**src/rtl/rram_cmd_arb.sv**
```systemverilog
// Round-robin arbiter between host and scrub command sources for a single RRAM FSM.
// Optional launch-acknowledge timeout is enabled by defining RRAM_CMD_ARB_TIMEOUT_EN.
module rram_cmd_arb #(
   parameter int unsigned ADDR_W    = 16,
   parameter int unsigned OP_W      = 3,
   parameter int unsigned TO_CYCLES = 1023
) (
   input  logic              mclk,
   input  logic              rst,
   input  logic              h_req,
   input  logic [OP_W-1:0]   h_opcode,
   input  logic [ADDR_W-1:0] h_addr_start,
   input  logic [ADDR_W-1:0] h_addr_stop,
   input  logic              h_multi,
   output logic              h_gnt,
   output logic              h_done,
   input  logic              s_req,
   input  logic [OP_W-1:0]   s_opcode,
   input  logic [ADDR_W-1:0] s_addr_start,
   input  logic [ADDR_W-1:0] s_addr_stop,
   input  logic              s_multi,
   output logic              s_gnt,
   output logic              s_done,
   input  logic              rram_busy,
   output logic              fsm_go,
   output logic [OP_W-1:0]   opcode,
   output logic [ADDR_W-1:0] address_start,
   output logic [ADDR_W-1:0] address_stop,
   output logic              use_multi_addrs,
   output logic              owner,
   input  logic              err_clr,
   output logic              err_timeout
);

   typedef enum logic [2:0] {StIdle, StLaunch, StWaitAck, StRun, StFinish} state_e;

   state_e state_q;
   logic   last_q;  // 1: scrub was served last
   logic   any_req;
   logic   win;

   always_comb begin
      any_req = h_req | s_req;
      win     = (h_req & s_req) ? ~last_q : s_req;
   end

`ifdef RRAM_CMD_ARB_TIMEOUT_EN
   localparam logic [15:0] TO_LAST = 16'(TO_CYCLES - 1);
   logic [15:0] cnt_q;
   logic        to_hit;

   assign to_hit = (state_q == StWaitAck) && !rram_busy && (cnt_q == TO_LAST);
`else
   logic unused_cfg;

   assign unused_cfg  = ^{err_clr, TO_CYCLES[0]};
   assign err_timeout = 1'b0;
`endif

   always_ff @(posedge mclk) begin
      if (rst) begin
         state_q         <= StIdle;
         last_q          <= 1'b1;
         h_gnt           <= 1'b0;
         s_gnt           <= 1'b0;
         h_done          <= 1'b0;
         s_done          <= 1'b0;
         fsm_go          <= 1'b0;
         opcode          <= '0;
         address_start   <= '0;
         address_stop    <= '0;
         use_multi_addrs <= 1'b0;
         owner           <= 1'b0;
`ifdef RRAM_CMD_ARB_TIMEOUT_EN
         cnt_q           <= '0;
         err_timeout     <= 1'b0;
`endif
      end else begin
         h_gnt  <= 1'b0;
         s_gnt  <= 1'b0;
         h_done <= 1'b0;
         s_done <= 1'b0;
         fsm_go <= 1'b0;
         case (state_q)
            StIdle: begin
               if (any_req && !rram_busy) begin
                  owner           <= win;
                  opcode          <= win ? s_opcode     : h_opcode;
                  address_start   <= win ? s_addr_start : h_addr_start;
                  address_stop    <= win ? s_addr_stop  : h_addr_stop;
                  use_multi_addrs <= win ? s_multi      : h_multi;
                  h_gnt           <= ~win;
                  s_gnt           <= win;
                  state_q         <= StLaunch;
               end
            end
            StLaunch: begin
               fsm_go  <= 1'b1;
               state_q <= StWaitAck;
            end
            StWaitAck: begin
               if (rram_busy) begin
                  state_q <= StRun;
               end
`ifdef RRAM_CMD_ARB_TIMEOUT_EN
               else if (to_hit) begin
                  // Abandon the launch: report completion so the requester is not stranded.
                  h_done  <= ~owner;
                  s_done  <= owner;
                  last_q  <= owner;
                  state_q <= StIdle;
               end
`endif
            end
            StRun: begin
               if (!rram_busy) begin
                  h_done  <= ~owner;
                  s_done  <= owner;
                  state_q <= StFinish;
               end
            end
            StFinish: begin
               last_q  <= owner;
               state_q <= StIdle;
            end
            default: state_q <= StIdle;
         endcase
`ifdef RRAM_CMD_ARB_TIMEOUT_EN
         if (state_q == StWaitAck && !rram_busy && !to_hit) begin
            cnt_q <= cnt_q + 16'd1;
         end else begin
            cnt_q <= '0;
         end
         // A timeout in the same cycle as a clear wins.
         if (to_hit) begin
            err_timeout <= 1'b1;
         end else if (err_clr) begin
            err_timeout <= 1'b0;
         end
`endif
      end
   end

endmodule

```
**config.mk**
```make
export PLATFORM = sky130hd
export DESIGN_NAME = rram_cmd_arb
export DESIGN_NICKNAME = d
export VERILOG_FILES = /design/src/rtl/rram_cmd_arb.sv
export SDC_FILE = /design/constraint.sdc
export NUM_CORES = 1
export LEC_CHECK = 0
export ABC_CLOCK_PERIOD_IN_PS = 1800
export CORE_ASPECT_RATIO = 1.1
export CORE_MARGIN = 5
export CORE_UTILIZATION = 40
export CTS_BUF_LIST = sky130_fd_sc_hd__clkbuf_8
export DETAILED_ROUTE_END_ITERATION = 6
export PLACE_DENSITY = 0.9
export SLEW_MARGIN = 20
export SYNTH_ARGS = -nofsm -noshare
export SYNTH_HDL_FRONTEND = slang
export SYNTH_SLANG_ARGS = --single-unit
```
**constraint.sdc**
```tcl
create_clock -name mclk -period 1.8 [get_ports mclk]
set_clock_uncertainty 0.1 [all_clocks]
set_input_delay 0.54 -clock mclk [delete_from_list [all_inputs] [get_ports mclk]]
set_output_delay 0.54 -clock mclk [all_outputs]
set_load 0.02 [all_outputs]
```
==> reports/results.ini, run 1 <==
[synth]
ys_seq_area_share_pct=40.69
synth_common_cells=nand2_1, dfxtp_1, a311oi_2
yosysMostFrequentCell=nand2_1
yosysWarnings=0
yosys-top-cells-area=dfxtp_1, a311oi_2, nand2_1
syn_area_per_cell_um2=9.431
ys_types=26
synth_seq_cells=46
async_flop_share_pct=0
synth_top_area_share_pct=40.69
yosys.area.top_type=dfxtp_1
syn-cell-area_um2=2263
syn_nets=318
synth_cells=240
synth_edf_count=0
synth_ff_type=dfxtp_1

[clock_network]
cts_tree=yes
htree_levels=2
clkLatencyLatePin_ns=0.29
clk_path_buf_depth=2
clk_pin_slew_ns=0.08
clock_sinks=46
cts_buffers=5
cts-root-buf=clkbuf_8
ctsHoldBuffers=0

[timing]
post-route-period-util_pct=101.1
hold_viol_final=0
whs_ns=0.4234
final_max_slew_viol_count=0
setup_viol=1
clock.fmax_ghz=0.5496
postLayoutSetupSlackWorst_ns=-0.01960
post-route-min-period_ns=1.820

[status]
outcome=finished, violations left
violations=setup timing

[die]
die_x_um=81.72
rows=28
fp.coreArea_um2=5430
initial_utilization_pct=41.68
ios=121
die-height_um=88.90
die_area_um2=7265

[cells_and_area]
drive_gt1_share_pct=19.72
fill_cells=441
syn2layout_area_growth_pct=59.65
final_cells=430
fin_nets=432
seq_area_um2=920.9
multi_input_area_um2=1191
antennaDiodeCount=0

[route]
wl_per_cell_um=15.72
drt_iter0_markers=53
routed_wl_mm=6.758
vias=2187
dr.pass1.iters=4
drc=0
via_per_inst=5.086
ant_nets=0

[place]
hpwl_mm=5.160
io_buffers=118
place.gp.congestion=0.7332
place_inst=422

[pwr]
p_leak_nw=1.476
power_mw=2.675
peakVddDrop_v=0.0004311
powerDensity_nw_per_um2=740.4

[global_routing]
grt_pass1_wl_mm=10.14
grt.total_usage_pct=17.75
antenna_found_initial=0
grt_max_degree=32
grt-ovfl-total=0
grt_pass1_vias=2192

[setup_path]
worstPathMaxFanout=15
start_kind=input pin
crit_arrival_ns=1.91
crit_type=input pin to flop
end_kind=flop
required_ns=1.89

[job]
cap_violations=0

[worst_hold_path]
hold_class=flop to flop

-- per-layer routing --
metal	GRT usage, %	vias to the layer above	part of all wire (%)
met4	4.532	0	0.56
met3	5.444	4	8.5
met1	19.38	1005	37
met5	0	-	0
met2	33.06	86	54
li1	-	1092	-
-- logic make-up after synthesis --
logic type | Yosys count | synth area share (%)
AND/OR/NAND/NOR | 87 | 15.98
flip-flops | 46 | 40.69
other | 1 | 0.1657
AO/OA/AOI/OAI | 80 | 35.27
buffers and inverters | 26 | 7.904
-- sequential cells by signal, summed over array words and instances, names as in the netlist, 3 cells and up --
signal,cells
address_start,16
address_stop,16
opcode,3
state_q,3
-- report_power, final --
part / leakage [nW] / internal (mW) / switching, mW / total (mW)
logic: 1.05 / 0.430 / 0.453 / 0.883
registers: 0.379 / 1.11 / 0.0502 / 1.16
clock network: 0.0524 / 0.305 / 0.329 / 0.634
total: 1.48 / 1.84 / 0.833 / 2.68
-- path summary, 6_finish.rpt --
check                   startpoint               end  slack, ns  depth (start not counted)
hold / removal    address_start[6]  address_start[6]       0.42                          2
setup reg to reg        state_q[2]   address_stop[4]       0.36                          4
hold reg to reg   address_start[6]  address_start[6]       0.42                          2
setup / recovery         rram_busy   address_stop[4]      -0.02                          5
-- cell usage in the layout (no fill, tap or decap), drive strengths merged --
cell type      instances
a21bo                  2
inv                    1
a311oi                36
nor3                   4
nand2                 74
nand3                  1
and2                   2
a21oi                 37
nor4                   2
nor2b                  1
o21ba                  1
buf                   16
nor4b                  1
a22oi                  1
clkinv                 1
clkdlybuf4s50         73
dfxtp                 46
clkbuf                 6
dlygate4sd2           43
conb                   1
dlymetal6s2s           1
nor2                   2
a21boi                 2
a311o                  1
-- through the flow --
step	setup slack [ns]	utilization, %	instance area (um^2)	TNS (ns)
final	-0.01960	66.54	3613	-0.01960
after global placement	-0.2576	65.39	3551	-9.035
after floorplan	0.2909	-	2263	0
after detailed placement	-0.3134	65.39	3551	-10.57
after global routing	-0.08237	66.54	3613	-0.08237
after CTS	0.01106	66.08	3588	0
-- area by class of cell --
| type | instances | share of cell area [%] |
|---|---|---|
| clock buffer | 6 | 2.285 |
| timing repair buffer | 133 | 36.43 |
| clock inverter | 2 | 0.2424 |
| multi-input combinational | 168 | 32.96 |
| sequential | 46 | 25.48 |
| tap | 75 | 2.597 |
-- repair_timing --
action                     in CTS  in global routing
gates resized for setup        43                  5
setup endpoints to repair      44                 11
buffers inserted                0                  0
pin swaps                       0                  0
-- worst max-delay path, stage by stage --
cell             delay (ns)
clkdlybuf4s50_1        0.54
o21ba_4                0.20
and2_2                 0.22
buf_12                 0.17
a311oi_1               0.25
Power figures use the tool's default switching activity.
==> inputs of run 2 (changes only) <==
- CTS_CLUSTER_DIAMETER: unset -> 80
==> results of run 2 <==
The final DEF is identical to that of run 1; final timing and power are the same.
